==> config.mk <==
export PLATFORM = sky130hd
export DESIGN_NAME = core_info_regs
export DESIGN_NICKNAME = d
export VERILOG_FILES = /design/src/rtl/core_info_regs.sv
export SDC_FILE = /design/constraint.sdc
export NUM_CORES = 1
export LEC_CHECK = 0
export BUFFER_PORTS_ARGS = -buffer_cell sky130_fd_sc_hd__buf_4
export CAP_MARGIN = 20
export CELL_PAD_IN_SITES_DETAIL_PLACEMENT = 0
export CELL_PAD_IN_SITES_GLOBAL_PLACEMENT = 1
export CORE_UTILIZATION = 49
export CTS_CLUSTER_DIAMETER = 80
export CTS_CLUSTER_SIZE = 12
export DETAILED_ROUTE_END_ITERATION = 16
export GPL_ROUTABILITY_DRIVEN = 0
export PLACE_DENSITY_LB_ADDON = 0.1
export RECOVER_POWER = 25
export SETUP_SLACK_MARGIN = 0.1
export SYNTH_ARGS = -nofsm -noshare
export SYNTH_HDL_FRONTEND = slang
export SYNTH_SLANG_ARGS = --single-unit
==> constraint.sdc <==
create_clock -name clk -period 2.1 [get_ports clk]
set_input_delay 0.21 -clock clk [delete_from_list [all_inputs] [get_ports clk]]
set_output_delay 0.21 -clock clk [all_outputs]
set_load 0.01 [all_outputs]
==> src/rtl/core_info_regs.sv <==
// Multi-channel ZX-UNO byte-string registers: each channel is a small RAM walked by
// an auto-advancing index, one step per register access regardless of strobe length.

module core_info_chan #(
    parameter int DEPTH = 16,
    parameter int WRAP  = 1
) (
    input  logic       clk,
    input  logic       rst_n,
    input  logic       i_hit,
    input  logic       i_rd,
    input  logic       i_wr,
    input  logic       i_addr_chg,
    input  logic [7:0] i_din,
    output logic [7:0] o_rdata
);
    localparam int IW = $clog2(DEPTH);

    typedef enum logic {ST_IDLE, ST_ACCESS} state_t;

    state_t          r_state, w_state_nxt;
    logic [IW-1:0]   r_idx, w_idx_nxt, w_idx_inc;
    logic            w_acc;
    // Storage powers up cleared and is deliberately outside the reset domain.
    logic [7:0]      r_mem [DEPTH] = '{default: 8'h00};

    assign w_acc     = i_hit & (i_rd | i_wr);
    assign w_idx_inc = (r_idx == IW'(DEPTH - 1)) ? ((WRAP != 0) ? '0 : r_idx)
                                                 : r_idx + 1'b1;

    always_comb begin
        w_state_nxt = r_state;
        w_idx_nxt   = r_idx;
        if (i_addr_chg && i_hit) begin
            // Re-selecting the register rewinds the string and cancels any pending advance.
            w_state_nxt = ST_IDLE;
            w_idx_nxt   = '0;
        end else begin
            case (r_state)
                ST_IDLE:   if (w_acc) w_state_nxt = ST_ACCESS;
                ST_ACCESS: if (!w_acc) begin
                    w_state_nxt = ST_IDLE;
                    w_idx_nxt   = w_idx_inc;
                end
                default:   w_state_nxt = ST_IDLE;
            endcase
        end
    end

    always_ff @(posedge clk or negedge rst_n) begin
        if (!rst_n) begin
            r_state <= ST_IDLE;
            r_idx   <= '0;
        end else begin
            r_state <= w_state_nxt;
            r_idx   <= w_idx_nxt;
        end
    end

    // Every strobe cycle rewrites the current slot, so the last byte of a long write wins.
    always_ff @(posedge clk) begin
        if (i_hit && i_wr) r_mem[r_idx] <= i_din;
    end

    assign o_rdata = r_mem[r_idx];
endmodule

module core_info_regs #(
    parameter int         NCHAN    = 2,
    parameter int         DEPTH    = 16,
    parameter logic [7:0] BASEADDR = 8'hFE,
    parameter int         WRAP     = 1
) (
    input  logic       clk,
    input  logic       rst_n,
    input  logic [7:0] zxuno_addr,
    input  logic       zxuno_regrd,
    input  logic       zxuno_regwr,
    input  logic       regaddr_changed,
    input  logic [7:0] din,
    output logic [7:0] dout,
    output logic       oe_n
);
    logic [NCHAN-1:0]      w_hit;
    logic [NCHAN-1:0][7:0] w_rdata;
    logic [7:0]            w_sel;
    logic [7:0]            r_dout;

    for (genvar k = 0; k < NCHAN; k++) begin : g_chan
        localparam logic [7:0] CH_ADDR = BASEADDR + 8'(k);
        assign w_hit[k] = (zxuno_addr == CH_ADDR);

        core_info_chan #(.DEPTH(DEPTH), .WRAP(WRAP)) u_chan (
            .clk        (clk),
            .rst_n      (rst_n),
            .i_hit      (w_hit[k]),
            .i_rd       (zxuno_regrd),
            .i_wr       (zxuno_regwr),
            .i_addr_chg (regaddr_changed),
            .i_din      (din),
            .o_rdata    (w_rdata[k])
        );
    end

    // Channel addresses are distinct, so at most one hit is ever set.
    always_comb begin
        w_sel = 8'h00;
        for (int k = 0; k < NCHAN; k++)
            if (w_hit[k]) w_sel = w_rdata[k];
    end

    always_ff @(posedge clk or negedge rst_n) begin
        if (!rst_n) r_dout <= 8'h00;
        else        r_dout <= w_sel;
    end

    assign dout = r_dout;
    assign oe_n = ~((|w_hit) & zxuno_regrd & ~zxuno_regwr);
endmodule

### After elaboration in Yosys (flattened, before gate mapping)

Memory sizes are Yosys's and may differ from the RTL's.
Cells that the tools add are included.

* memory bits (writable): 256
* memories: 2
* input port bits: 21
* logic and storage cells: 49
* output and inout bits: 9
* flip-flop bits (word level): 18

Memory list
* g_chan[0].u_chan.r_mem: depth 16, width 8, rd ports 1, clocked after memory_dff 0, wr ports 1, line 25 `logic [7:0] r_mem [DEPTH] = '{default: 8'h00};`
* g_chan[1].u_chan.r_mem: depth 16, width 8, rd ports 1, clocked after memory_dff 0, wr ports 1, line 25

* equality and inequality tests: 6
* add/sub/neg operators: 2
* mux-type cells: 18
* bitwise logic cells: 7
* reductions and logical operators: 9

Operators with widths (number)
* 4-bit 2-to-1 mux: 8
* 8-bit == test (second input constant): 2
* 8-bit 2-to-1 mux: 2
* 4-bit by 1-bit adder with 4-bit output (second input constant): 2
* 4-bit == test (second input constant): 2
* 1-bit 2-to-1 mux: 8
* 1-bit AND: 4
* 1-bit logical AND: 4
* 2-bit inequality test (second input constant): 2
* 2-bit AND reduction: 2
* 2-bit nonzero test: 2
* 1-bit NOT: 2
* 2-bit OR reduction: 1
* 1-bit OR: 1

### Depth between registers and ports, before layout

Gate-level depths: netlist of run 1.

* word-level depth: 5
* mapped depth: 8
* depth with buffers taken out: 5

### By module

A second synthesis of run 1 with hierarchy kept.

* cell total of the unflattened synthesis: 541
* area total of the unflattened synthesis: 10895.4 µm²

Modules (own cells, without submodules)
* core_info_chan: times used 2, cells each 254, seq. area each 3968.8 µm², area each 5263.8 µm²
* core_info_regs: times used 1, cells each 33, seq. area each 200.2 µm², area each 367.9 µm²

### Least setup slack after synthesis of run 1

OpenSTA, ideal clock, no wires.

* path type: register -> register
* start point: register g_chan[1].u_chan.r_idx[1]
* end point: memory g_chan[1].u_chan.r_mem[13][0] (enable)
* arrival: 1670 ps
* setup time: 383 ps
* clock period less this slack: 2053 ps
* data required time: 1717 ps
* buffers on the path: 2
* cell stages (with the launch flop): 7
* slack: 47 ps
* cell sequence: dfrtp_1 buf_6 buf_2 inv_1 ha_1 nand2_1 nor3_1

RTL lines
* from (decl): line 22 `logic [IW-1:0] r_idx, w_idx_nxt, w_idx_inc;`
* from (signal assigned): line 56 `r_idx <= w_idx_nxt;`
* to (decl): line 25

No word-level cell before the write port.

### Worst setup path in the final report of run 1

* start point: register g_chan[0].u_chan.r_idx[0]
* end point: register r_dout[1] (netlist: dout[1])

* longest elaborated chain between the ends: 3

RTL lines
* from (decl): line 22
* from (signal assigned): line 56
* memory 16 x 8 bit
* 8-bit 2-to-1 mux (2 in series): line 109 `if (w_hit[k]) w_sel = w_rdata[k];`
* via w_sel[1]: line 86 `logic [7:0] w_sel;`
* to (signal assigned): line 114 `else r_dout <= w_sel;`
* to (decl): line 87 `logic [7:0] r_dout;`

The timed path passes the listed nets, and every way through them passes these cells.
A chain may end at the register's enable or synchronous reset.

==> results by group, run 1 <==
Clock network
  – H-tree Lvls: 1
  – Sinks on the clock net: 274
  – TritonCTS clock tree: done
  – Cts bufs inserted: 26
  – Clock tree root buffer cell: clkbuf_16
  – Clock transition time at the flip-flop clock pins of the worst setup and hold paths: roughly 0.060 ns
  – Clock buffer depth: 3
  – Clock Latency Late Sink: ~0.53 ns

Global route
  – Pin count of the biggest net entering global routing: 33
  – Global router's overall resource usage: roughly a fifth
  – First-pass GRT wire length: 35310 um
  – Initial antenna violation count: 0
  – Remaining global-route overflow: 0
  – Number of global-route vias before repair: approximately 5.9k

Final layout
  – Fraction of layout instances using a drive strength above 1: about 24%
  – Growth of design area from synthesis to finish: 13.95%
  – Finished Core Util: between 50% and 60%
  – Antenna diode instance count: 0
  – Nets: between 600 and 700
  – Non-filler instance count after layout: 942
  – Number of fillers in the final layout: 1693

Job
  – Max-capacitance violation count: 5

Drt
  – Wirelength, routed: roughly 23000 um
  – ANT nets after route: 0
  – Number of detailed-routing iterations run before antenna repair: 4
  – Ratio of routed vias to standard cells: 5.851
  – DRC violation count after routing: 0
  – Via count: roughly 5.5k
  – Post-detailed-route wirelength per cell: around 24 um
  – 1st-iter DRT viols: 420

Synthesis
  – Synthesized net count: approximately 600
  – Post-synthesis sequential area ratio: about three quarters
  – Post-synthesis async set-or-reset flop share: under 10%
  – Number of enable flip-flop cells after synthesis: approximately 260
  – Post-Syn Instances: 568
  – Syn Std Cell Area: 0.01100 sq mm
  – Portion of synthesized cell area occupied by the leading cell type: 69.90%
  – Average size of a mapped cell: approximately 19 sq um
  – Synth cell types: 49
  – Predominant post-synthesis flop cell: edfxtp_1
  – Top cells by area, synth: edfxtp_1 (70%), mux4_2 (9.2%), dfrtp_1 (4.1%)
  – Flip-flop and latch count after synthesis: about 270
  – Count of yosys warnings during synthesis: 0
  – Cell type with the highest aggregate area in the netlist: edfxtp_1

Placed design
  – Placed wire-length estimate after detailed placement: roughly 15000 um
  – Post-placement cell count: slightly below 900
  – Port Buffer Count: 29

STA
  – Final hold violation count: 0
  – Max-slew headroom: -8.172%
  – Timing-limited maximum frequency: roughly 530 MHz
  – Share of the cycle needed by the critical path after routing: about nine tenths
  – Setup TNS after final layout: 0 ns
  – Least-Margin Pin Slew: 1.623 ns
  – Final slew viol count: 132
  – Largest clock skew in the final design: 0.01035 ns
  – Setup repair after global routing missed its margin: no
  – Clock period minus worst slack: 1.902 ns
  – Final setup violation count: 0

Worst hold path
  – Path class of the lowest-slack min-delay path: in -> async

Floorplanning
  – Core box area: 0.02189 sq mm
  – Die boundary width: around 150 um
  – Placement row count: between 50 and 60
  – Initial standard-cell utilization of the core: 50.24%
  – Die area: about 0.023 sq mm
  – Number of placed I/O pins: 30
  – Floorplan die height: around 150 um

Run status
  – Outcome: finished, violations left
  – Violations in the final reports: capacitance limit, slew limit

Setup path
  – Worst setup path category: reg -> reg
  – CP Launch Type: register
  – Slowest cell on the critical path: mux4_1
  – CP arrival: between 2 and 2.5 ns
  – Setup crit end kind: register
  – Crit-path max cell delay: between 0.6 and 0.7 ns
  – Required time of the worst setup path: roughly 2.5 ns
  – Worst-path fanout max: 29
  – Critical path's top delay family: multiplexers
  – Buffers & Inverters on Critical Path: 1
  – CP cell instances: buf_12 -> mux4_1 -> mux2_2 -> nand2_1 -> nand4_1

Power and ir drop
  – Pwr dens: ~900 mW/mm^2
  – Leakage power summed over all cells: 4.426 nW
  – Max VDD drop: 772.8 uV
[worst paths after layout]
kind                                           startpoint                           end  slack [ns]  cells after the start
worst max-delay path            g_chan[0].u_chan.r_idx[0]                       dout[1]        0.20                      5
min in group clk                                   din[7]  g_chan[0].u_chan.r_mem[9][7]        0.14                      1
max in group asynchronous                           rst_n     g_chan[0].u_chan.r_idx[0]        1.73                      2
worst max register to register  g_chan[0].u_chan.r_idx[0]                       dout[1]        0.20                      5
worst min-delay path                                rst_n     g_chan[1].u_chan.r_idx[0]        0.12                      2
worst min register to register  g_chan[1].u_chan.r_idx[0]                       dout[6]        0.65                      2
[power by group]
| group | switching, W | internal [W] | leakage (nW) |
|---|---|---|---|
| Combinational | 0.000439 | 0.000361 | 1.53 |
| Clock | 0.00186 | 0.00243 | 0.364 |
| Sequential | 0.0000315 | 0.00598 | 2.53 |
[stage by stage]
stage	setup slack [ns]	hold WS (ns)	area (sq um)	power, W
final	0.1982	0.1154	12530	0.01111
after global routing	0.1063	0.1237	12530	0.01144
after CTS	0.1831	0.1132	12550	0.01121
after detailed placement	0.1764	0.1235	11770	0.006939
after global placement	0.2098	0.1116	11770	0.006929
after floorplan	0.04688	-0.08559	11000	0.006637
[cells in the final DEF (no fill, tap or decap), types with 5 or more instances in the layout]
cell and n:
dfrtp_1 16, nor2_1 6, and3_1 24, nand2_1 26, nor2b_1 6, inv_1 6, a21oi_1 9, edfxtp_1 256
a21bo_2 7, mux4_2 45, buf_4 60, nand4_1 9, and4_1 5, a22oi_1 28, nor3_1 8, mux2i_1 31
clkbuf_1 26, nand3_1 10, clkbuf_16 27, ha_1 8
[cell type report]
type / instances / area [sq um] / share of cell area [%]
sequential: 274 / 8140 / 64.96
multi-input combinational: 261 / 2678 / 21.37
clock buffer: 48 / 764.5 / 6.100
timing repair buffer: 72 / 573.1 / 4.573
tap: 280 / 350.3 / 2.796
inverter: 7 / 26.28 / 0.2097
[worst reg2reg max path, stage by stage, from the launching register on]
cell     delay, ns
dfrtp_2       0.41
buf_12        0.24
mux4_1        0.65
mux2_2        0.29
nand2_1       0.09
nand4_1       0.08
[state kept, by name (all words and copies together) (netlist names)]
register and flops:
g_chan.u_chan.r_idx 8, g_chan.u_chan.r_state 2, g_chan.u_chan.r_mem 256, dout 8
[synth_stat cells (all sizes together), types with 2 or more instances]
cell,n
a21bo,7
a21oi,9
a22oi,28
and2,4
and3,25
and4,5
buf,19
clkbuf,7
dfrtp,18
edfxtp,256
ha,8
inv,7
mux2,3
mux2i,31
mux4,49
nand2,26
nand3,10
nand4,11
nand4b,2
nor2,6
nor2b,6
nor3,9
nor4,4
o21a,2
o21ai,2
[kinds of logic (layout without fill, tap and decap cells)]
family	count (synthesis)	after routing	synth area share [%]
DFF	274	274	73.99
and+or+nand+nor	109	109	5.882
muxes	83	83	13.30
AOI/OAI and AO/OA	60	60	4.164
buffers and inverters	33	127	1.672
adders and majority gates	8	8	0.9102
xor gates and xnor gates	1	1	0.07965
[per-layer routing]
metal	up-vias	GRT usage (%)	wire (um)
li1	2494	-	-
met1	2858	28.73	10240
met2	134	33.33	11270
met3	26	2.795	991
met4	0	6.238	485
met5	-	0	0
[timing repair]
action | CTS | global route
gates resized for setup | 0 | 1
hold buffers | 2 | 0
setup buffers | 0 | 0
endpoints found under the setup margin | 0 | 6
hold endpoints to repair | 20 | 0
Power figures use the tool's default switching activity.
==> run 2: changes to the inputs <==
- CELL_PAD_IN_SITES_DETAIL_PLACEMENT: 0 -> 1
- CELL_PAD_IN_SITES_GLOBAL_PLACEMENT: 1 -> 2
- CORE_UTILIZATION: 49 -> 44
- SLEW_MARGIN: default -> 20
==> results by group, run 2 (synthesis results as in run 1) <==
Run status
  – Outcome: finished, violations left
  – Violations in the final reports: capacitance limit, slew limit

Power and ir drop
  – Switching power total: about 0.0024 W
  – Proportion of power drawn by flip-flops and latches: 54.6%
  – Proportion of power drawn by the clock network: 38.2%
  – Leakage power summed over all cells: between 4 and 5 nW
  – Sw Share: 21.48%
  – Pwr dens: around 870 mW/mm^2
  – Internal Dissipation: just under 0.009 W
  – Max VDD drop: about 700 uV
  – Share of power burned in combinational logic: under 10%

Clock network
  – Clock transition time at the flip-flop clock pins of the worst setup and hold paths: 0.07 ns
  – Sinks on the clock net: 274
  – Clock tree root buffer cell: clkbuf_16
  – Clock Latency Late Sink: between 0.5 and 0.6 ns
  – TritonCTS clock tree: done
  – H-tree Lvls: 1
  – Setup repair bufs after CTS: 0
  – Cts bufs inserted: 26
  – Clock buffer depth: 3

Floorplanning
  – Core box area: around 0.024 sq mm
  – Initial standard-cell utilization of the core: 45.09%
  – Number of placed I/O pins: 30
  – Die boundary width: between 150 and 200 um
  – Die area: between 0.02 and 0.03 sq mm
  – Placement row count: 57
  – Floorplan die height: between 150 and 200 um

Global route
  – Initial antenna violation count: 0
  – Remaining global-route overflow: 0
  – First-pass GRT wire length: 38960 um
  – Pin count of the biggest net entering global routing: 39
  – Number of global-route vias before repair: 6178
  – Global router's overall resource usage: between 20% and 30%

Drt
  – Via count: approximately 5.7k
  – Post-detailed-route wirelength per cell: between 20 and 30 um
  – Wirelength, routed: roughly 26000 um
  – Number of detailed-routing iterations run before antenna repair: 5
  – ANT nets after route: 0
  – 1st-iter DRT viols: ~390
  – DRC violation count after routing: 0
  – Ratio of routed vias to standard cells: about 5.7

Final layout
  – Leading cell types in the layout, fill and taps excluded: edfxtp_1 (256), buf_4 (73), mux4_2 (45), mux2i_1 (31), a22oi_1 (28)
  – Nets: 687
  – Antenna diode instance count: 0
  – Max reg flops: ~260
  – Growth of design area from synthesis to finish: 15.54%
  – Most common cell after layout, fill and taps aside: edfxtp_1
  – Fraction of layout instances using a drive strength above 1: roughly a quarter
  – Register ranked first by flip-flop count: g_chan.u_chan.r_mem

STA
  – Max-slew headroom: -13.02%
  – Largest clock skew in the final design: 0.01484 ns
  – Timing-limited maximum frequency: around 530 MHz
  – Setup TNS after final layout: 0 ns
  – Final hold violation count: 0
  – Setup repair after global routing missed its margin: no
  – Final setup violation count: 0
  – Final slew viol count: ~200
  – Least-Margin Pin Slew: 1.695 ns
  – Slack of the critical path: ~0.23 ns
  – Clock period minus worst slack: between 1.5 and 2 ns
  – Share of the cycle needed by the critical path after routing: 89.05%

Setup path
  – CP Launch Type: register
  – Buffers & Inverters on Critical Path: 1
  – Required time of the worst setup path: 2.50 ns
  – Worst setup path category: reg -> reg
  – Crit-path max cell delay: 0.62 ns
  – CP cell instances: buf_12 -> mux4_1 -> a22oi_1 -> nand4_1
  – Worst-path fanout max: 18
  – Setup crit end kind: register
  – CP arrival: between 2 and 2.5 ns
  – Slowest cell on the critical path: dfrtp_4
  – Critical path's top delay family: flip-flops

Placed design
  – Placed wire-length estimate after detailed placement: approximately 17000 um
  – Worst slack at placement: 0.1088 ns
  – Port Buffer Count: 29

Job
  – Max-capacitance violation count: 6

Worst hold path
  – Path class of the lowest-slack min-delay path: in -> async
## run 2: cell count changes in the layout (fill, tap and decap cells not counted), sizes merged
| cell | delta |
|---|---|
| clkbuf | -1 |
| clkinv | +1 |
| buf | +15 |
## run 2: timing repair
| action | CTS | global route |
|---|---|---|
| endpoints found under the setup margin | 0 | 6 |
| resized for setup | 0 | 1 |
| hold buffers | 2 | 0 |
| endpoints found under the hold margin | 20 | 0 |
## run 2: final timing paths
check	startpoint	endpoint	slack [ns]	cells past startpoint
max reg2reg	g_chan[0].u_chan.r_idx[0]	dout[7]	0.23	4
max in group asynchronous	rst_n	g_chan[0].u_chan.r_idx[0]	1.73	2
min reg2reg	g_chan[0].u_chan.r_state	g_chan[0].u_chan.r_idx[0]	0.69	2
min in group clk	zxuno_addr[6]	g_chan[1].u_chan.r_state	0.12	3
max	g_chan[0].u_chan.r_idx[0]	dout[7]	0.23	4
min	rst_n	g_chan[1].u_chan.r_idx[3]	0.1	2
## run 2: cell type report
type / instances / area (sq um)
inverter: 7 / 26.28
tap: 324 / 405.4
sequential: 274 / 8143
clock buffer: 46 / 725.7
fill: 2267 / 11680
timing repair buffer: 88 / 714.4
clock inverter: 1 / 16.27
multi-input combinational: 261 / 2676
## run 2: power by group through the flow
| stage | clock (W) | combinational [W] | sequential (W) |
|---|---|---|---|
| after global routing | 0.00450 | 0.000863 | 0.00603 |
| after global placement | 0 | 0.000799 | 0.00613 |
| after floorplan | 0 | 0.000532 | 0.00611 |
| final | 0.00422 | 0.000796 | 0.00602 |
| after detailed placement | 0 | 0.000813 | 0.00613 |
| after CTS | 0.00434 | 0.000820 | 0.00602 |
## run 2: worst reg2reg max path, stage by stage, from the launching register on
cell	delay, ns
dfrtp_4	0.62
buf_12	0.22
mux4_1	0.56
a22oi_1	0.22
nand4_1	0.12
## run 2: per-layer routing
| metal | up-vias | wire [um] | track usage (%) |
|---|---|---|---|
| met5 | - | 0 | 0 |
| met4 | 0 | 658 | 6.104 |
| met3 | 33 | 861 | 2.286 |
| met2 | 115 | 13210 | 36.03 |
| met1 | 3021 | 10940 | 27.54 |
| li1 | 2522 | - | - |
## run 2: per-stage QoR
stage / hold slack [ns] / total power [W] / util (%) / area [sq um] / std cells
after floorplan: -0.08559 / 0.006637 / - / 11000 / 568
after global placement: 0.1230 / 0.006931 / 49.07 / 11970 / 952
after detailed placement: 0.1246 / 0.006948 / 49.07 / 11970 / 952
after CTS: 0.09687 / 0.01117 / 52.20 / 12730 / 1001
after global routing: 0.1064 / 0.01139 / 52.10 / 12710 / 1001
final: 0.09686 / 0.01104 / 52.10 / 12710 / 1001
==> run 3: changes to the inputs <==
- CELL_PAD_IN_SITES_DETAIL_PLACEMENT: 1 -> default
- CELL_PAD_IN_SITES_GLOBAL_PLACEMENT: 2 -> default
- CORE_UTILIZATION: 44 -> 56
==> results by group, run 3 (synthesis results as in run 1) <==
Run status
  – Outcome: finished, violations left
  – Violations in the final reports: capacitance limit, slew limit

STA
  – Slack of the critical path: between 0.2 and 0.25 ns
  – Final setup violation count: 0
  – Least-Margin Pin Slew: about 1.7 ns
  – Setup TNS after final layout: 0 ns
  – Largest clock skew in the final design: ~0.012 ns
  – Final hold violation count: 0
  – Setup repair after global routing missed its margin: no
  – Max-slew headroom: -11.77%
  – Timing-limited maximum frequency: 530.8 MHz
  – Clock period minus worst slack: between 1.5 and 2 ns
  – Share of the cycle needed by the critical path after routing: about nine tenths
  – Final slew viol count: just under 100

Power and ir drop
  – Post-route total power: ~0.011 W
  – Proportion of power drawn by the clock network: 38.3%
  – Internal Dissipation: just under 0.009 W
  – Proportion of power drawn by flip-flops and latches: between 50% and 60%
  – Sw Share: ~20%
  – Pwr dens: approximately 890 mW/mm^2
  – Leakage power summed over all cells: between 4 and 5 nW
  – Switching power total: around 0.0023 W
  – Share of power burned in combinational logic: about 7.1%
  – Max VDD drop: ~720 uV

Setup path
  – Worst setup path category: reg -> reg
  – Crit Reg-Reg Startpoint: g_chan[0].u_chan.r_idx[0]
  – Setup crit end kind: register
  – Capture point of the critical path: dout[3]
  – Reg2reg end: dout[3]
  – Worst-path fanout max: 8
  – Cell depth of the worst flop-to-flop path: 4
  – Crit path launch: g_chan[0].u_chan.r_idx[0]
  – CP Launch Type: register
  – R2R setup slack: around 0.22 ns
  – Required time of the worst setup path: about 2.5 ns
  – CP arrival: approximately 2.3 ns

Placed design
  – Post-placement cell count: ~860
  – Port Buffer Count: 29
  – Placed wire-length estimate after detailed placement: roughly 14000 um
  – Worst slack at placement: approximately 0.15 ns

Final layout
  – Non-filler instance count after layout: 910
  – Register ranked first by flip-flop count: g_chan.u_chan.r_mem
  – Fraction of layout instances using a drive strength above 1: a little under a quarter
  – Most common cell after layout, fill and taps aside: edfxtp_1
  – Growth of design area from synthesis to finish: 12.73%
  – Max reg flops: approximately 260
  – Nets: between 600 and 700
  – Antenna diode instance count: 0
  – Leading cell types in the layout, fill and taps excluded: edfxtp_1 (256), buf_4 (52), mux4_2 (45), mux2i_1 (31), a22oi_1 (28)

Floorplanning
  – Core box area: between 0.015 and 0.02 sq mm
  – Initial standard-cell utilization of the core: approximately 58%
  – Placement row count: 50
  – Die boundary width: between 100 and 150 um
  – Floorplan die height: around 140 um
  – Die area: roughly 0.020 sq mm
  – Number of placed I/O pins: 30

Global route
  – Remaining global-route overflow: 0
  – Global router's overall resource usage: between 20% and 30%
  – Number of global-route vias before repair: 5590
  – First-pass GRT wire length: ~34000 um
  – Initial antenna violation count: 0
  – Pin count of the biggest net entering global routing: 33

Clock network
  – H-tree Lvls: 1
  – Number of buffers inserted for hold repair after clock tree synthesis: 2
  – Clock buffer depth: 3
  – Sinks on the clock net: between 200 and 300
  – Clock Latency Late Sink: 0.52 ns
  – Clock transition time at the flip-flop clock pins of the worst setup and hold paths: about 0.06 ns
  – Cts bufs inserted: 26
  – Clock tree root buffer cell: clkbuf_16
  – TritonCTS clock tree: done
  – Count of cells resized by post-cts repair: 0
  – Setup repair bufs after CTS: 0

Drt
  – ANT nets after route: 0
  – 1st-iter DRT viols: about 500
  – DRC violation count after routing: 0
  – Wirelength, routed: 22030 um
  – Number of detailed-routing iterations run before antenna repair: 5
  – Post-detailed-route wirelength per cell: between 20 and 25 um
  – Via count: ~5.5k
  – Ratio of routed vias to standard cells: 6.000

Worst hold path
  – Path class of the lowest-slack min-delay path: in -> async

Job
  – Max-capacitance violation count: 3
## run 3: layout make-up
| cell class | count | area, sq um |
|---|---|---|
| Clock buffer | 47 | 760.7 |
| Fill cell | 1282 | 6558 |
| Inverter | 7 | 26.28 |
| Multi-Input combinational cell | 261 | 2676 |
| Sequential cell | 274 | 8140 |
| Tap cell | 260 | 325.3 |
| Timing Repair Buffer | 61 | 469.2 |
## run 3: stage by stage
step	util [%]	hold slack [ns]	cell area, sq um
floorplan	-	-0.08559	11000
global placement	61.39	0.09971	11640
detailed placement	61.39	0.1089	11640
CTS	65.51	0.1023	12420
global route	65.41	0.1220	12400
finish	65.41	0.1188	12400
## run 3: worst max-delay path, stage by stage, from the launching register on
cell	delay, ns
dfrtp_2	0.47
buf_4	0.23
mux4_1	0.57
a22oi_1	0.36
nand4_1	0.13
## run 3: power groups by stage
stage,Clock [W],Sequential (W),Combinational [W]
2_1_floorplan,0,0.00611,0.000532
4_1_cts,0.00431,0.00601,0.000792
5_1_grt,0.00449,0.00602,0.000842
3_3_place_gp,0,0.00613,0.000775
3_5_place_dp,0,0.00613,0.000786
6_report,0.00422,0.00602,0.000779
## run 3: how the worst min path moves through the flow
| stage | from | end | slack [ns] | depth (start not counted) |
|---|---|---|---|---|
| 2_1_floorplan | rst_n | dout[0] | -0.09 | 0 |
| 3_3_place_gp | rst_n | g_chan[1].u_chan.r_idx[1] | 0.1 | 1 |
| 3_5_place_dp | rst_n | g_chan[1].u_chan.r_idx[2] | 0.11 | 1 |
| 4_1_cts | rst_n | g_chan[1].u_chan.r_idx[1] | 0.10 | 2 |
| 5_1_grt | rst_n | g_chan[1].u_chan.r_idx[1] | 0.12 | 2 |
| 6_report | rst_n | g_chan[1].u_chan.r_idx[1] | 0.12 | 2 |
## run 3: per-layer routing
| metal | GRT usage (%) | vias up | wire length, um |
|---|---|---|---|
| met5 | 0 | - | 0 |
| met4 | 6.904 | 0 | 595 |
| met3 | 3.398 | 44 | 1159 |
| met2 | 38.60 | 162 | 10900 |
| met1 | 32.63 | 2780 | 9373 |
| li1 | - | 2474 | - |
